`src/rtl/rr_arbiter4_pkg.sv`:
```
// Shared definitions for the 4-way round-robin arbiter: sizes, state encoding
// and the rotating priority search.
package rr_arbiter4_pkg;

  localparam int unsigned NUM_REQ      = 4;
  localparam int unsigned ID_W         = 2;
  localparam int unsigned HOLD_MAX_DEF = 15;

  typedef enum logic {
    ST_IDLE  = 1'b0,
    ST_GRANT = 1'b1
  } state_e;

  // Returns the first requester set in the order last+1, last+2, last+3, last+4.
  // Scanning from the farthest candidate down lets the nearest one win.
  function automatic logic [ID_W-1:0] rr_pick(input logic [NUM_REQ-1:0] req,
                                              input logic [ID_W-1:0]    last);
    logic [ID_W-1:0] idx;
    rr_pick = last + 2'd1;
    for (int k = NUM_REQ; k >= 1; k--) begin
      idx = last + 2'(k);
      if (req[idx]) rr_pick = idx;
    end
  endfunction

endpackage

```
`src/rtl/rr_arbiter4_decoder2to4.sv`:
```
// 2-to-4 one-hot decoder with enable; output is all zero when disabled.
module decoder2to4 (
  input  logic [1:0] idx_i,
  input  logic       en_i,
  output logic [3:0] onehot_o
);

  always_comb begin
    onehot_o = 4'b0000;
    if (en_i) onehot_o[idx_i] = 1'b1;
  end

endmodule

```
`src/rtl/rr_arbiter4.sv`:
```
// Four-requester round-robin arbiter with a bounded hold time and a one-cycle
// idle bubble between consecutive grants.
module rr_arbiter4
  import rr_arbiter4_pkg::*;
#(
  parameter int unsigned HOLD_MAX = HOLD_MAX_DEF
) (
  input  logic               clk,
  input  logic               rst_n,
  input  logic [NUM_REQ-1:0] req,
  output logic [NUM_REQ-1:0] gnt,
  output logic [ID_W-1:0]    gnt_id,
  output logic               gnt_valid
);

  localparam logic [7:0] HOLD_LAST = 8'(HOLD_MAX - 1);
  localparam logic [7:0] HOLD_SAT  = 8'(HOLD_MAX);

  state_e            state_q;
  logic [ID_W-1:0]   gnt_id_q;
  logic              gnt_valid_q;
  logic [7:0]        hold_cnt_q;
  logic [ID_W-1:0]   last_id_q;

  logic [ID_W-1:0]   gnt_id_d;
  logic              any_req;
  logic              others_req;
  logic              owner_req;

  always_comb begin
    gnt_id_d   = rr_pick(req, last_id_q);
    any_req    = |req;
    owner_req  = req[gnt_id_q];
    others_req = |(req & ~(4'b0001 << gnt_id_q));
  end

  always_ff @(posedge clk or negedge rst_n) begin
    if (!rst_n) begin
      state_q     <= ST_IDLE;
      gnt_id_q    <= '0;
      gnt_valid_q <= 1'b0;
      hold_cnt_q  <= '0;
      last_id_q   <= 2'd3;
    end else begin
      case (state_q)
        ST_IDLE: begin
          if (any_req) begin
            state_q     <= ST_GRANT;
            gnt_id_q    <= gnt_id_d;
            gnt_valid_q <= 1'b1;
            hold_cnt_q  <= '0;
          end
        end
        ST_GRANT: begin
          // Voluntary release, or forced rotation once the hold budget is spent.
          if (!owner_req || (others_req && (hold_cnt_q >= HOLD_LAST))) begin
            state_q     <= ST_IDLE;
            gnt_valid_q <= 1'b0;
            last_id_q   <= gnt_id_q;
            hold_cnt_q  <= '0;
          end else if (hold_cnt_q < HOLD_SAT) begin
            hold_cnt_q  <= hold_cnt_q + 8'd1;
          end
        end
        default: begin
          state_q     <= ST_IDLE;
          gnt_valid_q <= 1'b0;
        end
      endcase
    end
  end

  assign gnt_id    = gnt_id_q;
  assign gnt_valid = gnt_valid_q;

  decoder2to4 u_gnt_dec (
    .idx_i    (gnt_id_q),
    .en_i     (gnt_valid_q),
    .onehot_o (gnt)
  );

endmodule

```
`config.mk`:
```
export PLATFORM = sky130hd
export DESIGN_NAME = rr_arbiter4
export DESIGN_NICKNAME = d
export VERILOG_FILES = /design/src/rtl/rr_arbiter4_pkg.sv /design/src/rtl/rr_arbiter4_decoder2to4.sv /design/src/rtl/rr_arbiter4.sv
export SDC_FILE = /design/constraint.sdc
export NUM_CORES = 1
export LEC_CHECK = 0
export CORE_MARGIN = 2
export CORE_UTILIZATION = 38
export DETAILED_ROUTE_END_ITERATION = 12
export PLACE_DENSITY = 0.67
export SKIP_LAST_GASP = 1
export SYNTH_ARGS = -nofsm -noshare
export SYNTH_HDL_FRONTEND = slang
export SYNTH_HIERARCHICAL = 1
export SYNTH_SLANG_ARGS = --single-unit
```
`constraint.sdc`:
```
create_clock -name clk -period 5.7 [get_ports clk]
set_input_delay 1.14 -clock clk [delete_from_list [all_inputs] [get_ports clk]]
set_output_delay 1.14 -clock clk [all_outputs]
set_load 0.1 [all_outputs]
```
Word-level counts from Yosys, hierarchy flattened
Cells that the tools add are included.
Operators by class
  $add $sub $neg: 4
  magnitude comparators: 8
  equal/unequal tests: 3
  shift-type cells: 1
  multiplexer cells: 27
  bitwise logic cells: 3
  reductions and logical operators: 10
Operator list (count)
  2-to-1 mux 8 bit: 3
  one-hot mux 8 bit (2 select lines): 1
  < comparator 2 x 3 -> 1 bit (second input constant): 5
  binary-select mux 1 bit (select 2 bit): 5
  2-to-1 mux 1 bit: 10
  adder 8 x 1 -> 8 bit (second input constant): 1
  greater-or-equal comparator 8 x 4 -> 1 bit (second input constant): 1
  < comparator 8 x 4 -> 1 bit (second input constant): 1
  2-to-1 mux 2 bit: 4
  AND reduction 2 bit: 4
  OR reduction 4 bit: 2
  adder 2 bit (second input constant): 2
  AND 4 bit: 1
  2-to-1 mux 4 bit: 1
  inverter 4 bit: 1
  one-hot mux 1 bit (2 select lines): 2
  << shifter 1 x 2 -> 4 bit (first input constant): 1
  != test 3 x 1 -> 1 bit (second input constant): 1
  adder 2 x 1 -> 2 bit (second input constant): 1
  demux 1 bit (select 2 bit): 1
  greater-or-equal comparator 2 x 1 -> 1 bit (second input constant): 1
  logical AND 1 bit: 2
  != test 2 x 1 -> 1 bit (second input constant): 1
  != test 2 bit (second input constant): 1
  3 further kinds: 3
Storage, ports and cells
  flip-flop bits (word level): 14
  input port bits: 6
  output and inout bits: 7
  logic and storage cells: 61

Longest topological paths before layout
Gate-level depths: netlist (run 1).
  word-level depth: 8
  gate-level depth with buffers: 7
  mapped depth without buffers: 7

By module
The synthesis (run 1) kept the hierarchy.
By module, submodules not included
  rr_arbiter4: times used 1, cells each 89, area an instance 894.6 um^2, seq. area each 352.8 um^2
  decoder2to4: times used 1, cells each 4, area an instance 37.5 um^2, seq. area each 0.0 um^2

Least setup slack after synthesis (run 1)
Ideal clock, no wire load.
  kind: reg-to-output
  start: reg gnt_valid_q (netlist: gnt_valid)
  end: out gnt[0]
  arrival: 2.296 ns
  data required time: 4.560 ns
  setup slack: 2.264 ns
  stages on the path, launching flop included: 2
  cells stage by stage: dfrtp_1 > nor3b_2
Between the ends
  longest elaborated chain between the ends: 1
RTL lines
  start, declared: line rr_arbiter4.sv:21  | logic gnt_valid_q;
  start signal, assigned: line rr_arbiter4.sv:41  | gnt_valid_q <= 1'b0;
  start signal, assigned: line rr_arbiter4.sv:50  | gnt_valid_q <= 1'b1;
  start signal, assigned: line rr_arbiter4.sv:58  | gnt_valid_q <= 1'b0;
  2-to-1 mux 4 bit: line rr_arbiter4_decoder2to4.sv:10  | if (en_i) onehot_o[idx_i] = 1'b1;
  end, declared: line rr_arbiter4.sv:11  | output logic [NUM_REQ-1:0] gnt,
No other way between the ends.

Worst setup path after layout (run 1)
  start: reg gnt_id_q[0] (netlist: gnt_id[0])
  end: out gnt[3]
Between the ends
  longest elaborated chain between the ends: 5
  elaborated cells between the ends (all ways): 6
  classes of those cells: order compare (2); mux (3); reduce/logical (1)
RTL lines
  start, declared: line rr_arbiter4.sv:20  | logic [ID_W-1:0] gnt_id_q;
  start signal, assigned: line rr_arbiter4.sv:49  | gnt_id_q <= gnt_id_d;
  < comparator 2 x 3 -> 1 bit (not written as such) or greater-or-equal comparator 2 x 1 -> 1 bit (tied branches): line rr_arbiter4_decoder2to4.sv:10
  logical AND 1 bit (not written as such): line rr_arbiter4_decoder2to4.sv:10
  2-to-1 mux 1 bit (not written as such): line rr_arbiter4_decoder2to4.sv:10
  demux 1 bit (select 2 bit) (*)
  2-to-1 mux 4 bit (*): line rr_arbiter4_decoder2to4.sv:10
Mark *: on every way between the ends. The rest lies on a longest branch, timed or not.

==> impl_metrics.tcl, run 1 <==
set metrics [dict create \
    initial_core_util_pct 40.96 \
    drive_above_1_share_pct 13.08 \
    syn_avg_cell_area_um2 10.02 \
    p_leak_nw 0.4707 \
    cts_tree "yes" \
    wl_per_cell_um 14.61 \
    maxCapViolCount 0 \
    antenna_found_initial 0 \
    rsz0062_at_grt "no" \
    path_clk_slew_ns 0.09 \
    drt-total-wl_um 1973 \
    ios 13 \
    yosys.area_share.simple_pct 22.01 \
    drtIter0Drc 16 \
    dp.final_hpwl_um 1489 \
    synth_area_leaders "dfrtp_1 (32%), dfstp_2 (5.6%), o21ai_0 (4.3%), nand2_1 (3.6%), bufbuf_16 (3.5%)" \
    period_minus_slack_ns 3.379 \
    yosysUniqueCellTypes 42 \
    synth_top_family_by_area "compound AO/OA/AOI/OAI gates" \
    syn_to_final_growth_pct 15.57 \
    status "finished clean" \
    nNetsFinal 116 \
    power_density_mw_per_mm2 542.7 \
    die-area_mm2 0.002865 \
    clkSinkCount 14 \
    synth.largest_area_cell "dfrtp_1" \
    hold_path_depth 1 \
    r2r_slack_ns 3.63 \
    min_from "hold_cnt_q[6]" \
    synth_warnings 6 \
    cts_buffer_depth 2 \
    syn_nets 101 \
    end_kind "output port" \
    cpMaxStageDelayCell "clkdlybuf4s50_1" \
    multi_input_area_um2 528.0 \
    seq_area_um2 352.8 \
    crit_fanout 11 \
    cts_root_buf "clkbuf_4" \
    n_fill_cell 217 \
    grt_pass1_wl_um 3429 \
    synth_mux_area_share_pct 6.309 \
    finalClockSkew_ns 0.01055 \
    routed_via_density 5.756 \
    grt_pass1_vias 777 \
    diodes 0 \
    fmax_mhz 296.0 \
    arrival_ns 2.24 \
    critical-path-top-delay-family "buffers and inverters" \
    synth_area_um2 932.1 \
    post-route-drc-count 0 \
    synth_top_area_share_pct 32.21 \
    grt-ovfl-total 0 \
    r2r_end "hold_cnt_q[2]" \
    setup-violations-final 0 \
    synth_xor_area_share_pct 0.9396 \
    critPathKind "flop to output port" \
    final_max_slew_viol_count 0 \
    coreArea_mm2 0.002276 \
    slew_headroom_pct 34.49 \
    max_stage_delay_ns 1.13 \
    tns_ns 0 \
    hold_path_class "flop to flop" \
    cp_num_buf_inv 1 \
    final_util_pct 47.33 \
    worstPathCellList "and3_2 -> clkdlybuf4s50_1" \
    grt_max_degree 15 \
    rows 17 \
    synth-compound-area-share_pct 24.70 \
    cts_resized 0 \
    worstMarginPinSlew_ns 0.9796 \
    synth_fa_ha_area_share_pct 2.685 \
    timing.critical_path.from_type "flop" \
    die_w_um 53.53 \
    cts_setup_buffers 0 \
    clk_latency_ns 0.28 \
    gr-usage-all-layers_pct 16.52 \
    drt_pass1_iterations 4 \
    die_height_um 53.53 \
    final_area_mm2 0.001077 \
    required_ns 4.56 \
    final_hold_viol_count 0 \
    ys_ff_latch 14 \
    fin_crit_sh_pct 59.27 \
    synth-seq-area-share_pct 37.85 \
    hold_end "hold_cnt_q[6]" \
    numCtsBuffers 3 \
    rr_worst_depth 5 \
    htreeDepth 1 \
    vias 777 \
    io_buffers 12 \
    gp_congestion 0.7988 \
    ant_nets 0 \
    irDropWorstVdd_v 0.0003364 \
    netlist_instances 93 \
    placed_area_mm2 0.001051 \
    rr_startpoint "gnt_id[0]" \
    hold_buffers 0 \
]
[state kept, by name (all words and copies together) (netlist names)]
| signal | cells |
|---|---|
| state_q | 1 |
| hold_cnt_q | 8 |
| last_id_q | 2 |
| gnt_id | 2 |
| gnt_valid | 1 |
[routing by layer]
layer  routed length, um  global-route usage (%)  vias up  share of wire (%)
met5                   0                       0        -                  0
met4                   6                   2.564        0               0.30
met3                  66                   4.237        2                3.3
met2                 942                   26.95       14                 48
met1                 958                   22.34      382                 49
li1                    -                       -      379                  -
[worst max path at each step]
stage | startpoint | to | slack, ns | depth (start not counted)
after floorplan | gnt_valid | gnt[0] | 2.26 | 1
after global placement | req[0] | hold_cnt_q[2] | 2.64 | 6
after detailed placement | req[3] | hold_cnt_q[1] | 2.59 | 6
after CTS | gnt_id[0] | gnt[3] | 2.29 | 2
after global routing | gnt_id[0] | gnt[3] | 2.23 | 2
final | gnt_id[0] | gnt[3] | 2.32 | 2
[kinds of logic (layout without fill, tap and decap cells)]
kind of cell	count (synthesis)	in the layout
simple gates	36	36
xor+xnor	1	1
buf+inv	6	20
flops	14	14
fa+ha+maj	2	2
compound gates	30	30
mux	4	4
[synthesized netlist by cell type]
library cell	count
o21ai_0	8
nand2b_1	1
a21o_1	2
and3_2	2
dfstp_2	2
a222oi_1	1
nor3_1	1
and2b_2	1
clkbuf_1	1
nand3b_1	1
o221ai_1	1
and3b_1	2
nor4_1	2
nor2b_1	1
dfrtp_1	12
o21a_4	1
a221oi_1	1
a31oi_1	1
nand3_1	1
nor3b_2	1
o211a_1	2
or3_1	3
a21boi_1	1
or4_4	1
nand2_1	9
ha_1	2
o211ai_1	2
nand4_1	1
mux2i_1	1
inv_1	4
xor2_1	1
o21ai_1	2
a32o_1	1
o2bb2ai_4	1
o22ai_1	1
mux2_2	2
o21a_1	2
a21oi_1	3
and2_1	2
mux4_1	1
nor2_1	7
bufbuf_16	1
[stage by stage]
step | power [W] | hold WS, ns | setup slack [ns] | std cells
after floorplan | 0.0004702 | 0.4555 | 2.264 | 93
after global placement | 0.0005206 | 0.4777 | 2.642 | 131
after detailed placement | 0.0005292 | 0.4857 | 2.586 | 131
after CTS | 0.0005884 | 0.5109 | 2.292 | 135
after global routing | 0.0006198 | 0.5336 | 2.228 | 135
final | 0.0005847 | 0.5121 | 2.321 | 135
[layout by cell type (no fill, tap or decap), drive strengths merged, types with 2 or more instances in the layout]
| master | instances |
|---|---|
| dfrtp | 12 |
| clkdlybuf4s50 | 12 |
| o21ai | 10 |
| nand2 | 9 |
| nor2 | 7 |
| inv | 4 |
| clkbuf | 4 |
| a21oi | 3 |
| or3 | 3 |
| o21a | 3 |
| o211a | 2 |
| o211ai | 2 |
| and2 | 2 |
| a21o | 2 |
| mux2 | 2 |
| and3 | 2 |
| nor4 | 2 |
| ha | 2 |
| dfstp | 2 |
| and3b | 2 |
[area by class of cell]
| class | instances | area share (%) |
|---|---|---|
| Multi-Input combinational cell | 73 | 49.01 |
| Sequential cell | 14 | 32.75 |
| Timing Repair Buffer | 12 | 11.15 |
| Tap cell | 28 | 3.252 |
| Clock buffer | 4 | 2.439 |
| Inverter | 4 | 1.394 |
[where the power goes]
group | internal [W] | total (W) | leakage [nW] | switching [W]
sequential | 0.000132 | 0.000190 | 0.175 | 0.0000573
clock | 0.0000271 | 0.0000576 | 0.0150 | 0.0000305
combinational | 0.000106 | 0.000337 | 0.281 | 0.000232
total | 0.000265 | 0.000585 | 0.471 | 0.000319
Note: power is estimated with default switching activity, not from simulation.
==> run 2, diff against run 1 <==
--- a/config.mk
+++ b/config.mk
@@ -8,7 +8,7 @@
 export CORE_MARGIN = 2
 export CORE_UTILIZATION = 38
 export DETAILED_ROUTE_END_ITERATION = 12
-export PLACE_DENSITY = 0.67
+export PLACE_DENSITY = 0.69
 export SKIP_LAST_GASP = 1
 export SYNTH_ARGS = -nofsm -noshare
 export SYNTH_HDL_FRONTEND = slang
==> constraint.sdc (replaced) <==
create_clock -name clk -period 3 [get_ports clk]
set_input_delay 0.6 -clock clk [delete_from_list [all_inputs] [get_ports clk]]
set_output_delay 0.6 -clock clk [all_outputs]
set_load 0.1 [all_outputs]
==> run 2 against run 1 <==
Net effect:
- sequential power up 89%
- global-route usage down 1.4 points
- first-iteration DRC count down 25%
- power up 91%
- flip-flop and latch count unchanged
- via count down 1.8%
- wire length down 7.7%
- core utilization down 0.33 points
- critical path type is now input port to flop
- highest routed layer is now met3
- combinational power up 85%
- largest cell class unchanged
- hold slack worse by 0.016 ns
==> impl_metrics.tcl, run 2 (same netlist as run 1, synthesis figures left out) <==
set metrics [dict create \
    cts_buffer_depth 2 \
    max_stage_delay_ns 0.59 \
    io_buffers 12 \
    drtIter0Drc 12 \
    ios 13 \
    post-route-drc-count 0 \
    routed_via_density 5.652 \
    antenna_found_initial 0 \
    drt_pass1_iterations 4 \
    gp_congestion 0.8140 \
    worstPathCellList "clkdlybuf4s50_1 -> mux4_1 -> o211a_1 -> o21a_4 -> or3_1 -> a21boi_1" \
    timing.critical_path.from_type "input port" \
    required_ns 3.22 \
    numCtsBuffers 3 \
    hold_buffers 0 \
    worstMarginPinSlew_ns 0.5978 \
    cts_root_buf "clkbuf_4" \
    drive_above_1_share_pct 20.56 \
    critical-path-top-delay-family "multiplexers" \
    r2r_slack_ns 0.95 \
    layout_common_cells "dfrtp_1 (12), nand2_1 (9), o21ai_0 (8)" \
    r2r_end "hold_cnt_q[2]" \
    tns_ns 0 \
    hold_path_class "flop to flop" \
    wl_per_cell_um 13.49 \
    clkSinkCount 14 \
    vias 763 \
    initial_core_util_pct 40.96 \
    drt-total-wl_um 1821 \
    die_w_um 53.53 \
    rsz0062_at_grt "no" \
    arrival_ns 2.48 \
    status "finished clean" \
    cpMaxStageDelayCell "mux4_1" \
    grt-ovfl-total 0 \
    cts_resized 0 \
    gr-usage-all-layers_pct 15.10 \
    critPathKind "input port to flop" \
    dp.final_hpwl_um 1377 \
    final_common_cell "dfrtp_1" \
    p_leak_nw 0.4854 \
    fmax_mhz 443.4 \
    grt_pass1_vias 692 \
    die_height_um 53.53 \
    end_kind "flop" \
    rows 17 \
    slew_headroom_pct 60.02 \
    hold_end "hold_cnt_q[7]" \
    cts_tree "yes" \
    die-area_mm2 0.002865 \
    fin_crit_sh_pct 75.18 \
    maxCapViolCount 0 \
    clk_latency_ns 0.28 \
    diodes 0 \
    largest_reg_flops 8 \
    hold-worst-slack_ns 0.4959 \
    ant_nets 0 \
    rr_startpoint "gnt_id[0]" \
    final_hold_viol_count 0 \
    hold_path_depth 1 \
    power_density_mw_per_mm2 1046 \
    syn_to_final_growth_pct 14.77 \
    finalClockSkew_ns 0.01218 \
    crit_fanout 7 \
    cts_setup_buffers 0 \
    setup-violations-final 0 \
    grt_max_degree 15 \
    path_clk_slew_ns 0.09 \
    htreeDepth 1 \
    coreArea_mm2 0.002276 \
    grt_pass1_wl_um 3167 \
    rr_worst_depth 5 \
    final_max_slew_viol_count 0 \
    cp_num_buf_inv 1 \
    min_from "hold_cnt_q[7]" \
    period_minus_slack_ns 2.255 \
    nNetsFinal 116 \
    regMostFlops "hold_cnt_q" \
    irDropWorstVdd_v 0.0009270 \
]
[run 2: changes by cell type in the layout (fill, tap and decap cells not counted)]
cell,delta
buf_4,+7
clkdlybuf4s50_1,-7
clkbuf_1,-1
clkbuf_8,+1
[run 2: report_power, final]
| part | switching [W] | leakage [nW] | internal (W) | total (W) |
|---|---|---|---|---|
| Clock | 0.0000623 | 0.0210 | 0.0000738 | 0.000136 |
| Combinational | 0.000438 | 0.289 | 0.000186 | 0.000624 |
| Sequential | 0.000107 | 0.175 | 0.000252 | 0.000359 |
| Total | 0.000607 | 0.485 | 0.000512 | 0.00112 |
[run 2: worst register-to-register path, delay by kind of cell, from the launching register on]
| kind | cells | cell delay (ns) |
|---|---|---|
| flops | 1 | 0.59 |
| simple gates | 1 | 0.34 |
| compound gates | 3 | 0.42 |
| mux | 1 | 0.66 |
[run 2: worst max-delay path by stage]
stage,from,end,slack (ns),cells past startpoint
floorplan,gnt_valid,gnt[0],0.10,1
global route,req[3],hold_cnt_q[1],0.63,6
detailed placement,req[0],hold_cnt_q[2],0.45,6
global placement,req[0],hold_cnt_q[2],0.48,6
CTS,req[0],hold_cnt_q[2],0.75,6
finish,req[0],hold_cnt_q[2],0.74,6
[run 2: layer usage]
metal	routed length, um	vias up	track usage [%]	share of wire, %
met2	818	11	23.05	45
met1	931	370	21.47	51
met4	0	0	1.282	0
met5	0	-	0	0
met3	70	0	5.085	3.8
li1	-	382	-	-
[run 2: cell type report]
type	count	area, um2
flip-flops and latches	14	352.8
fillers	222	1206
clock buffers	4	36.28
inverters	4	15.01
repair buffers	12	102.6
multi-input cells	73	528.0
well taps	28	35.03
[run 2: metrics by stage]
| step | utilization [%] | power [W] | worst slack (ns) | instances | instance area (um2) |
|---|---|---|---|---|---|
| after floorplan | - | 0.0008934 | 0.1042 | 93 | 932.1 |
| after global placement | 45.41 | 0.0009752 | 0.4800 | 131 | 1033 |
| after detailed placement | 45.41 | 0.0009873 | 0.4473 | 131 | 1033 |
| after CTS | 47.00 | 0.001126 | 0.7515 | 135 | 1070 |
| after global routing | 47.00 | 0.001188 | 0.6266 | 135 | 1070 |
| final | 47.00 | 0.001118 | 0.7446 | 135 | 1070 |
==> run 3, diff against run 2 <==
--- a/config.mk
+++ b/config.mk
@@ -8,7 +8,7 @@
 export CORE_MARGIN = 2
 export CORE_UTILIZATION = 38
 export DETAILED_ROUTE_END_ITERATION = 12
-export PLACE_DENSITY = 0.69
+export PLACE_DENSITY = 0.67
 export SKIP_LAST_GASP = 1
 export SYNTH_ARGS = -nofsm -noshare
 export SYNTH_HDL_FRONTEND = slang
==> constraint.sdc (replaced) <==
create_clock -name clk -period 2.11 [get_ports clk]
set_input_delay 0.422 -clock clk [delete_from_list [all_inputs] [get_ports clk]]
set_output_delay 0.422 -clock clk [all_outputs]
set_load 0.1 [all_outputs]
==> run 3 against run 2 <==
Net effect:
- core utilization up 6.8 points
- via count up 8.7%
- critical endpoint unchanged
- first-iteration DRC count up 67%
- cell count up 8.9%
- hold slack better by 0.017 ns
- flip-flop and latch count unchanged
- global-route usage up 2.1 points
==> impl_metrics.tcl, run 3 (same netlist as run 1, synthesis figures left out) <==
set metrics [dict create \
    largest_reg_flops 8 \
    gp_congestion 0.8460 \
    hold_path_class "flop to flop" \
    syn_to_final_growth_pct 31.27 \
    timing.critical_path.from_type "input port" \
    end_kind "flop" \
    p_leak_nw 0.5596 \
    finalClockSkew_ns 0.009548 \
    crit_fanout 5 \
    startpoint "req[2]" \
    layoutNonFillerInstCount 147 \
    drt-total-wl_um 2088 \
    diodes 0 \
    ant_nets 0 \
    drive_above_1_share_pct 31.93 \
    power_w 0.001766 \
    placed_area_mm2 0.001187 \
    worstMarginPinSlew_ns 0.6407 \
    status "finished clean" \
    die-area_mm2 0.002865 \
    die_w_um 53.53 \
    required_ns 2.32 \
    final_area_mm2 0.001224 \
    p_int_w 0.0008603 \
    r2r_end "hold_cnt_q[2]" \
    grt_pass1_wl_um 3546 \
    grt-ovfl-total 0 \
    power_density_mw_per_mm2 1443 \
    slew_headroom_pct 57.15 \
    cts_root_buf "clkbuf_4" \
    comb_power_share_pct 58.9 \
    rows 17 \
    ios 13 \
    irDropWorstVdd_v 0.001305 \
    r2r_slack_ns 0.14 \
    fin_crit_sh_pct 94.81 \
    cts_resized 0 \
    final_max_slew_viol_count 0 \
    n_fill_cell 216 \
    p_sw_w 0.0009059 \
    final_hold_viol_count 0 \
    post-route-drc-count 0 \
    dp.final_hpwl_um 1590 \
    hold_path_depth 1 \
    path_clk_slew_ns 0.09 \
    critPathKind "input port to flop" \
    rr_worst_depth 5 \
    grt_max_degree 15 \
    cts_setup_buffers 0 \
    setup-violations-final 0 \
    hold_buffers 0 \
    final_common_cell "buf_4" \
    htreeDepth 1 \
    cts_tree "yes" \
    io_buffers 12 \
    numCtsBuffers 3 \
    layout_common_cells "buf_4 (15), nand2_1 (9), dfrtp_1 (9)" \
    maxCapViolCount 0 \
    drtIter0Drc 20 \
    switching_share_pct 51.29 \
    p_clk_share_pct 11.0 \
    rsz0062_at_grt "no" \
    die_height_um 53.53 \
    period_minus_slack_ns 2.001 \
    rr_startpoint "gnt_id[0]" \
    clk_latency_ns 0.28 \
    cts_buffer_depth 2 \
    placed_cells 143 \
    routed_via_density 5.639 \
    initial_core_util_pct 40.96 \
    coreArea_mm2 0.002276 \
    antenna_found_initial 0 \
    gr-usage-all-layers_pct 17.23 \
    crit_end "hold_cnt_q[2]" \
    regMostFlops "hold_cnt_q" \
    grt_pass1_vias 797 \
    wl_per_cell_um 14.20 \
    arrival_ns 2.21 \
    vias 829 \
    clkSinkCount 14 \
    fmax_mhz 499.9 \
    drt_pass1_iterations 4 \
    nNetsFinal 128 \
    seqPwrFrac_pct 30.0 \
]
run 3: changes by cell type in the layout (fill, tap and decap cells not counted), sizes merged:
cell  change
buf      +12
run 3: power groups by stage:
| stage | Clock [W] | Combinational (W) | Sequential (W) |
|---|---|---|---|
| 3_5_place_dp | 0 | 0.00104 | 0.000536 |
| 5_1_grt | 0.000214 | 0.00110 | 0.000554 |
| 3_3_place_gp | 0 | 0.00103 | 0.000524 |
| 6_report | 0.000194 | 0.00104 | 0.000531 |
| 2_1_floorplan | 0 | 0.000631 | 0.000664 |
| 4_1_cts | 0.000203 | 0.00105 | 0.000531 |
run 3: worst max-delay path: stages:
cell and delay [ns]:
clkdlybuf4s50_1 0.47, mux4_1 0.54, o211a_1 0.14, o21a_4 0.13, or3_1 0.35, a21boi_1 0.16
run 3: layer usage:
metal,global-route usage [%],vias to the layer above,wire length (um)
li1,-,401,-
met1,23.04,398,1015
met2,26.75,28,945
met3,5.932,2,121
met4,3.846,0,7
met5,0,-,0
run 3: how the worst min path moves through the flow:
| stage | endpoint | slack, ns | start |
|---|---|---|---|
| floorplan | gnt_id[1] | 0.13 | rst_n |
| global placement | hold_cnt_q[6] | 0.48 | hold_cnt_q[6] |
| detailed placement | hold_cnt_q[6] | 0.49 | hold_cnt_q[6] |
| CTS | hold_cnt_q[6] | 0.51 | hold_cnt_q[6] |
| global route | hold_cnt_q[6] | 0.53 | hold_cnt_q[6] |
| finish | hold_cnt_q[6] | 0.51 | hold_cnt_q[6] |
run 3: metrics by stage:
stage                     util (%)  hold slack [ns]  TNS (ns)  setup slack, ns
final                        53.77           0.5126         0           0.1094
after global routing         53.77           0.5315         0          0.01138
after CTS                    53.77           0.5131         0           0.1338
after detailed placement     52.17           0.4902    -1.162          -0.1645
after global placement       52.17           0.4784   -0.7965         -0.09762
after floorplan                  -           0.1264         0          0.03635
run 3: area by class of cell:
cell class	instances	area (um2)	share of cell area, %
inverter	4	15.01	1.227
multi-input combinational	73	535.5	43.76
clock buffer	4	36.28	2.965
sequential	14	359.1	29.35
tap	28	35.03	2.863
timing repair buffer	24	242.7	19.84
